### src/rtl/mimosa_pkg.sv
// Shared definitions for the behaviour scheduling slice.
//   - sched_state_t : scheduler FSM states (IDLE waits for pending work,
//                     BUSY holds a grant open to the update datapath).
//   - CH_*          : fixed channel assignment of the behaviour-update units.
package mimosa_pkg;

  typedef enum logic {
    IDLE = 1'b0,
    BUSY = 1'b1
  } sched_state_t;

  localparam int CH_MOOD  = 0;
  localparam int CH_WATER = 1;
  localparam int CH_LIGHT = 2;
  localparam int CH_SPARE = 3;

endpackage

### src/rtl/tick_scheduler_rr_arbiter.sv
// Combinational round-robin pick.
//   pending : one bit per channel requesting service
//   ptr     : channel with highest priority this round
//   sel     : first pending channel found searching from ptr upward (mod NUM_CH)
//   valid   : at least one channel is pending
module rr_arbiter #(
  parameter int NUM_CH = 4
) (
  input  logic [NUM_CH-1:0]         pending,
  input  logic [$clog2(NUM_CH)-1:0] ptr,
  output logic [$clog2(NUM_CH)-1:0] sel,
  output logic                      valid
);

  localparam int CH_W = $clog2(NUM_CH);

  int idx;

  // Walk the offsets from farthest to nearest so the nearest pending
  // channel (smallest offset from ptr) is the last one written and wins.
  always_comb begin
    sel   = '0;
    valid = 1'b0;
    idx   = 0;
    for (int off = NUM_CH - 1; off >= 0; off--) begin
      idx = (int'(ptr) + off) % NUM_CH;
      if (pending[idx[CH_W-1:0]]) begin
        sel   = idx[CH_W-1:0];
        valid = 1'b1;
      end
    end
  end

endmodule

### src/rtl/tick_scheduler.sv
// Shares the prescaler tick between NUM_CH periodic consumers. Each channel
// counts ticks up to its programmable period and then becomes pending; a
// round-robin arbiter hands one pending channel at a time to the shared
// update datapath and holds the grant until done or a timeout.
//   clk, rst   : system clock, synchronous active-high reset
//   tick_in    : prescaler output, rising edge = one tick
//   en         : global enable (freezes counters and new grants when low)
//   cfg_we     : config write strobe for channel cfg_ch, period cfg_period
//                (period 0 disables the channel)
//   done       : consumer finished the granted update
//   grant      : one-hot grant, held while busy
//   busy       : a grant is open
//   overrun    : sticky per channel, channel expired while already pending
//   timeout    : one-cycle pulse when a grant is aborted
module tick_scheduler
  import mimosa_pkg::*;
#(
  parameter int NUM_CH         = 4,
  parameter int PERIOD_W       = 8,
  parameter int DEFAULT_PERIOD = 1,
  parameter int TIMEOUT        = 255
) (
  input  logic                      clk,
  input  logic                      rst,
  input  logic                      tick_in,
  input  logic                      en,
  input  logic                      cfg_we,
  input  logic [$clog2(NUM_CH)-1:0] cfg_ch,
  input  logic [PERIOD_W-1:0]       cfg_period,
  input  logic                      done,
  output logic [NUM_CH-1:0]         grant,
  output logic                      busy,
  output logic [NUM_CH-1:0]         overrun,
  output logic                      timeout
);

  localparam int CH_W    = $clog2(NUM_CH);
  localparam int TIMER_W = $clog2(TIMEOUT);

  logic                tick_q_reg;
  logic                tick_rise;
  logic [NUM_CH-1:0]   pending_vec;
  logic [NUM_CH-1:0]   overrun_vec;
  logic [NUM_CH-1:0]   take;
  logic [NUM_CH-1:0]   sel_onehot;
  logic [CH_W-1:0]     sel;
  logic                sel_valid;
  sched_state_t        state_reg, state_next;
  logic [NUM_CH-1:0]   grant_reg, grant_next;
  logic [CH_W-1:0]     ptr_reg, ptr_next;
  logic [TIMER_W-1:0]  timer_reg, timer_next;
  logic                timeout_reg, timeout_next;

  // A tick_in held high counts once.
  assign tick_rise = tick_in & ~tick_q_reg;

  rr_arbiter #(
    .NUM_CH (NUM_CH)
  ) u_arb (
    .pending (pending_vec),
    .ptr     (ptr_reg),
    .sel     (sel),
    .valid   (sel_valid)
  );

  assign sel_onehot = NUM_CH'(1) << sel;

  // Per-channel period register, tick counter, pending and overrun flags.
  for (genvar gi = 0; gi < NUM_CH; gi++) begin : g_ch
    logic [PERIOD_W-1:0] period_reg;
    logic [PERIOD_W-1:0] cnt_reg;
    logic                pend_reg;
    logic                ovr_reg;
    logic                cfg_hit;
    logic                counting;
    logic                expire;

    assign cfg_hit  = cfg_we && (cfg_ch == CH_W'(gi));
    assign counting = tick_rise && en && (period_reg != '0);
    assign expire   = counting && (cnt_reg == period_reg - PERIOD_W'(1));

    always_ff @(posedge clk) begin
      if (rst) begin
        period_reg <= PERIOD_W'(DEFAULT_PERIOD);
        cnt_reg    <= '0;
        pend_reg   <= 1'b0;
        ovr_reg    <= 1'b0;
      end else if (cfg_hit) begin
        // Reconfiguration restarts the channel from a clean state; an
        // open grant on this channel is left alone.
        period_reg <= cfg_period;
        cnt_reg    <= '0;
        pend_reg   <= 1'b0;
        ovr_reg    <= 1'b0;
      end else begin
        if (counting) begin
          cnt_reg <= expire ? '0 : cnt_reg + PERIOD_W'(1);
        end
        // A fresh expiry beats a same-cycle grant so no request is lost.
        if (expire) begin
          pend_reg <= 1'b1;
        end else if (take[gi]) begin
          pend_reg <= 1'b0;
        end
        if (expire && pend_reg && !take[gi]) begin
          ovr_reg <= 1'b1;
        end
      end
    end

    assign pending_vec[gi] = pend_reg;
    assign overrun_vec[gi] = ovr_reg;
  end

  // Grant FSM next-state logic.
  always_comb begin
    state_next   = state_reg;
    grant_next   = grant_reg;
    ptr_next     = ptr_reg;
    timer_next   = timer_reg;
    timeout_next = 1'b0;
    take         = '0;
    case (state_reg)
      IDLE: begin
        if (en && sel_valid) begin
          grant_next = sel_onehot;
          take       = sel_onehot;
          ptr_next   = (sel == CH_W'(NUM_CH - 1)) ? '0 : sel + CH_W'(1);
          timer_next = '0;
          state_next = BUSY;
        end
      end
      BUSY: begin
        timer_next = timer_reg + TIMER_W'(1);
        if (done) begin
          grant_next = '0;
          state_next = IDLE;
        end else if (timer_reg == TIMER_W'(TIMEOUT - 1)) begin
          grant_next   = '0;
          timeout_next = 1'b1;
          state_next   = IDLE;
        end
      end
      default: begin
        grant_next = '0;
        state_next = IDLE;
      end
    endcase
  end

  always_ff @(posedge clk) begin
    if (rst) begin
      tick_q_reg  <= 1'b0;
      state_reg   <= IDLE;
      grant_reg   <= '0;
      ptr_reg     <= '0;
      timer_reg   <= '0;
      timeout_reg <= 1'b0;
    end else begin
      tick_q_reg  <= tick_in;
      state_reg   <= state_next;
      grant_reg   <= grant_next;
      ptr_reg     <= ptr_next;
      timer_reg   <= timer_next;
      timeout_reg <= timeout_next;
    end
  end

  assign grant   = grant_reg;
  assign busy    = (state_reg == BUSY);
  assign overrun = overrun_vec;
  assign timeout = timeout_reg;

endmodule

### config.mk
export PLATFORM = sky130hd
export DESIGN_NAME = tick_scheduler
export DESIGN_NICKNAME = d
export VERILOG_FILES = /design/src/rtl/mimosa_pkg.sv /design/src/rtl/tick_scheduler_rr_arbiter.sv /design/src/rtl/tick_scheduler.sv
export SDC_FILE = /design/constraint.sdc
export NUM_CORES = 1
export LEC_CHECK = 0
export CAP_MARGIN = 10
export CELL_PAD_IN_SITES_DETAIL_PLACEMENT = 0
export CELL_PAD_IN_SITES_GLOBAL_PLACEMENT = 1
export CORE_UTILIZATION = 49
export DETAILED_ROUTE_END_ITERATION = 10
export HOLD_SLACK_MARGIN = 0.05
export PLACE_DENSITY = 0.81
export SKIP_LAST_GASP = 1
export SYNTH_ARGS = -nofsm -noshare
export SYNTH_HDL_FRONTEND = slang
export SYNTH_SLANG_ARGS = --single-unit
### constraint.sdc
create_clock -name clk -period 6.31 [get_ports clk]
set_clock_uncertainty 0.1 [all_clocks]
set_input_delay 1.262 -clock clk [delete_from_list [all_inputs] [get_ports clk]]
set_output_delay 1.262 -clock clk [all_outputs]
set_load 0.005 [all_outputs]
# Word-level counts from Yosys, hierarchy flattened

Index checks and enable logic that the tools add are counted.
W data, S select, Z words.

Word-level logic and storage cells: 138
Register bits after elaboration: 89
Output and inout port bits: 10
Input port bits: 16

Eq/ne operators: 11
Bitwise logic cells: 3
Add/subtract/negate cells: 13
Reductions and logical operators: 42
$lt $le $gt $ge: 4
Multiplexer cells: 42
Shift operators: 1

Operators with widths:

| operator              | count |
|---|---|
| $add A8 B1 Y8 const B | 5 |
| $mux W8               | 5 |
| $eq A8 B8 Y1          | 4 |
| $reduce_bool A8 Y1    | 4 |
| $sub A8 B1 Y8 const B | 4 |
| $logic_and A1 B1 Y1   | 22 |
| $mux W1               | 20 |
| $mux W4               | 5 |
| $pmux W8 S2           | 1 |
| $lt A2 B3 Y1 const B  | 4 |
| $mux W2               | 5 |
| $bmux W1 S2           | 4 |
| $eq A8 B8 Y1 const B  | 1 |
| $pmux W4 S2           | 1 |
| $reduce_bool A2 Y1    | 4 |
| $reduce_or A2 Y1      | 4 |
| $eq A2 B2 Y1 const B  | 3 |
| $add A2 B1 Y2 const B | 2 |
| $add A2 B2 Y2 const B | 2 |
| $logic_not A1 Y1      | 4 |
| $reduce_and A2 Y1     | 2 |
| $shl A1 B2 Y4 const A | 1 |
| $ne A3 B2 Y1 const B  | 1 |
| $reduce_or A3 Y1      | 1 |
| other kinds (6)       | 7 |

# Depth between registers and ports, before layout

Depth after elaboration: 12
Depth in mapped cells: 9
Gate-level depth less buffers: 8

# Cells and area by module

A second synthesis with hierarchy kept.

Cells, all modules: 595
Area, all modules: 5036.1 µm²

By module, submodules not included:

| module         | times used | cells each | area each (µm²) | seq. area each (µm²) |
|---|---|---|---|---|
| tick_scheduler | 1          | 582        | 4958.5          | 1781.7 |
| rr_arbiter     | 1          | 13         | 77.6            | 0.0 |

# Worst setup path before layout

Ideal clock, no wire load.

Path type: input port to flip-flop
Start point: input port en
End point: register g_ch[0].cnt_reg[2]
Stages: 5
Slack: 3.465 ns
Data required time: 6.071 ns
Library setup time: 0.139 ns
Buffers on the path: 0
Data arrival time: 2.606 ns
Cell sequence: and3b_1 -> nand3_1 -> or4_1 -> o31ai_1 -> nor2_1

Cells in the longest elaborated chain, start to end: 4

Ends and longest elaborated chain:

| item                                | line                 | RTL |
|---|---|---|
| start: declaration                  | tick_scheduler.sv:26 | `input logic en,` |
| $logic_and A1 B1 Y1 * (2 in series) | tick_scheduler.sv:79 | `assign counting = tick_rise && en && (period_reg != '0);` |
| $logic_and A1 B1 Y1                 | tick_scheduler.sv:80 | `assign expire = counting && (cnt_reg == period_reg - PERIOD_W'(1));` |
| $mux W8                             | tick_scheduler.sv:97 | `cnt_reg <= expire ? '0 : cnt_reg + PERIOD_W'(1);` |
| end signal: assignment              | tick_scheduler.sv:97 |  |
| end: declaration                    | tick_scheduler.sv:71 | `logic [PERIOD_W-1:0] cnt_reg;` |

Mark *: on every way between the ends. The rest lies on a longest branch, timed or not.
A chain may end at the register's enable or synchronous reset.

# Worst setup path in the final report

Start point: input port en
End point: register g_ch[1].cnt_reg[1]

Cells in the longest elaborated chain, start to end: 4

Ends and longest elaborated chain:

| item                                | line |
|---|---|
| $logic_and A1 B1 Y1 * (2 in series) | tick_scheduler.sv:79 |
| $logic_and A1 B1 Y1                 | tick_scheduler.sv:80 |
| $mux W8                             | tick_scheduler.sv:97 |
| end signal: assignment              | tick_scheduler.sv:97 |
| end: declaration                    | tick_scheduler.sv:71 |

Marks and branches as above.

==> impl_metrics.tcl <==
set metrics [dict create \
    multiInputGateArea_um2 2780 \
    tightest_slew_ns 0.740 \
    fmax_mhz 293 \
    numCtsBuffers 9 \
    ir_drop_mv 0.106 \
    post_cts_buffers 0 \
    drt-pass1-iter-count 4 \
    die_h_um 100 \
    num_antenna_cells 0 \
    cp-startpoint "en" \
    ant_nets 0 \
    ctsHoldBuffers 0 \
    power_density_nw_per_um2 219 \
    grt_overflow 0 \
    synthesis.nets 595 \
    drc 0 \
    syn_inst 561 \
    required_ns 6.45 \
    status "complete, no violations" \
    ios 26 \
    gp_congestion 0.869 \
    tritoncts "yes" \
    async_flop_share 0 \
    vias 3860 \
    cts_buffer_depth 2 \
    hold_viol 0 \
    regArea_um2 1780 \
    crit_fanout 9 \
    drt-total-wl_um 10300 \
    nets 611 \
    grt_max_degree 56 \
    setup_violations 0 \
    period_needed_ns 3.41 \
    die_x_um 100 \
    arrival_ns 3.55 \
    r2r.worst_path.cells 6 \
    nFillCells 887 \
    die-area_um2 10100 \
    std_cell_rows 35 \
    worstHoldPathType "reg -> reg" \
    maxCapViolCount 0 \
    worstSkewPairLatency_ns 0.36 \
    hp-start "grant[1]$_SDFFE_PP0P_" \
    yosysSeqAreaShare 0.376 \
    synth_edf_count 0 \
    synth_seq_cells 89 \
    synth_area_per_cell_um2 8.45 \
    hold_slack_ns 0.366 \
    end_kind "flip-flop" \
    layout-drive-gt1-share 0.0498 \
    critPathKind "in -> reg" \
    grt_pass1_wl_um 17400 \
    start_util 0.510 \
    ys.flop_type "dfxtp_1" \
    grt_pass1_vias 3674 \
    cts-root-buf "clkbuf_8" \
    hold_depth 2 \
    htreeDepth 3 \
    dpl.hpwl_um 7520 \
    period_share 0.540 \
    syn2layout_area_growth_pct 11.2 \
    core_area_um2 9280 \
    reg2reg_to "g_ch[0].cnt_reg[5]$_SDFFE_PP0P_" \
    first_iter_violations 91 \
    viasPerCell 5.43 \
    finalMaxSlewViolations 0 \
    port_buffers 25 \
    startpoint_type "input pin" \
    route.detailed.wl_per_inst_um 14.5 \
    clkTransAtPathRegs_ns 0.08 \
    cts_resized 0 \
    grt_use_total 0.221 \
    synth_area_um2 4740 \
    r2r_slack_ns 3.47 \
    antenna_found_initial 0 \
    synth.distinct_cells 57 \
    grt_setup_unrepaired "no" \
    leakage_uw 0.00197 \
    synth_warnings 0 \
    cts_sinks 89 \
    setup_tns_ns 0 \
    rr_startpoint "g_ch[0].period_reg[2]$_SDFFE_PP0P_" \
    slew_headroom 0.503 \
    hold_end "grant[1]$_SDFFE_PP0P_" \
]
## worst max-delay path, cell delays in order
cell and delay [ns]:
clkdlybuf4s50_1 0.53, nand3b_1 0.25, a31oi_1 0.63, nand3_1 0.14, nor3_1 0.27, nand3_1 0.18, a41o_1 0.27
## power by group
group	total [µW]	internal, µW	switching [µW]	leakage, µW
clock network	416	207	209	0.000106
logic	141	60.3	80.5	0.00115
registers	595	576	19.4	0.000721
## metrics by stage
stage | std cells | setup WS (ns) | area, µm² | util | total power [µW]
2_1_floorplan | 561 | 3.46 | 4740 | - | 705
3_3_place_gp | 695 | 2.63 | 5050 | 0.544 | 746
3_5_place_dp | 695 | 2.54 | 5050 | 0.544 | 749
4_1_cts | 711 | 2.90 | 5270 | 0.568 | 1170
5_1_grt | 711 | 2.61 | 5270 | 0.568 | 1210
6_report | 711 | 2.90 | 5270 | 0.568 | 1150
## how the worst max path moves through the flow
stage                     cells after the start                               to  slack, ns
after floorplan                               5  g_ch[0].cnt_reg[2]$_SDFFE_PP0P_       3.46
after global placement                        7  g_ch[1].cnt_reg[1]$_SDFFE_PP0P_       2.63
after detailed placement                      7  g_ch[1].cnt_reg[1]$_SDFFE_PP0P_       2.54
after CTS                                     7  g_ch[1].cnt_reg[1]$_SDFFE_PP0P_       2.90
after global routing                          7  g_ch[1].cnt_reg[1]$_SDFFE_PP0P_       2.61
final                                         7  g_ch[1].cnt_reg[1]$_SDFFE_PP0P_       2.90
## layout by cell type, fill, tap and decap left out, types with 15 or more instances in the layout
cell type | Yosys | routed
xor2_1 | 38 | 38
xnor2_1 | 32 | 32
inv_1 | 18 | 18
clkdlybuf4s50_1 | 0 | 24
dfxtp_1 | 89 | 89
mux2i_1 | 15 | 15
nor3_1 | 26 | 26
a21oi_1 | 37 | 37
nand3_1 | 17 | 17
ha_1 | 18 | 18
nor2_1 | 53 | 53
nand2_1 | 71 | 71
## metal layers
| metal | wire, µm | GRT usage | share of wire | vias up |
|---|---|---|---|---|
| met3 | 325 | 0.0292 | 0.032 | 17 |
| met1 | 4990 | 0.287 | 0.48 | 1819 |
| li1 | - | - | - | 1974 |
| met4 | 178 | 0.0825 | 0.017 | 0 |
| met2 | 4800 | 0.371 | 0.47 | 50 |
| met5 | 0 | 0.00513 | 0 | - |
## cell usage after synthesis, drive strengths merged (2+ instances only)
cell type / instances / area, µm²
nor3: 27 / 140
inv: 18 / 67.6
nand4: 14 / 87.6
or4: 3 / 30.0
nand2: 71 / 267
a31o: 2 / 17.5
nor3b: 4 / 30.0
and3b: 2 / 17.5
xor2: 38 / 333
nand3: 17 / 85.1
nor2: 53 / 199
clkbuf: 16 / 61.3
and3: 9 / 56.3
a21oi: 37 / 185
o22ai: 5 / 31.3
and2: 6 / 37.5
nor2b: 7 / 43.8
or3: 3 / 18.8
a31oi: 5 / 31.3
o31ai: 3 / 22.5
mux2i: 15 / 150
xnor2: 32 / 280
a22o: 2 / 17.5
nor4: 6 / 52.6
dfxtp: 89 / 1780
nand3b: 7 / 52.6
buf: 6 / 45.0
ha: 18 / 225
o21a: 3 / 22.5
a211oi: 3 / 22.5
a2111oi: 2 / 36.3
o21ai: 4 / 20.0
a211o: 5 / 43.8
and4: 4 / 35.0
nand2b: 9 / 56.3
or2: 3 / 18.8
o31a: 2 / 18.8
## kinds of logic after synthesis
kind of cell | count (synthesis) | share of synthesized area
AOI/OAI and AO/OA | 83 | 0.118
xor gates and xnor gates | 70 | 0.129
adders and majority gates | 18 | 0.0475
buffers and inverters | 40 | 0.0367
DFF | 89 | 0.376
muxes | 15 | 0.0317
and+or+nand+nor | 246 | 0.261
## cell type report
| cell class | count | share of cell area |
|---|---|---|
| Multi-Input combinational cell | 432 | 0.528 |
| Clock inverter | 5 | 0.0121 |
| Clock buffer | 11 | 0.0287 |
| Tap cell | 129 | 0.0306 |
| Timing Repair Buffer | 27 | 0.0494 |
| Sequential cell | 89 | 0.338 |
| Inverter | 18 | 0.0128 |
(Power assumes the default switching activity.)
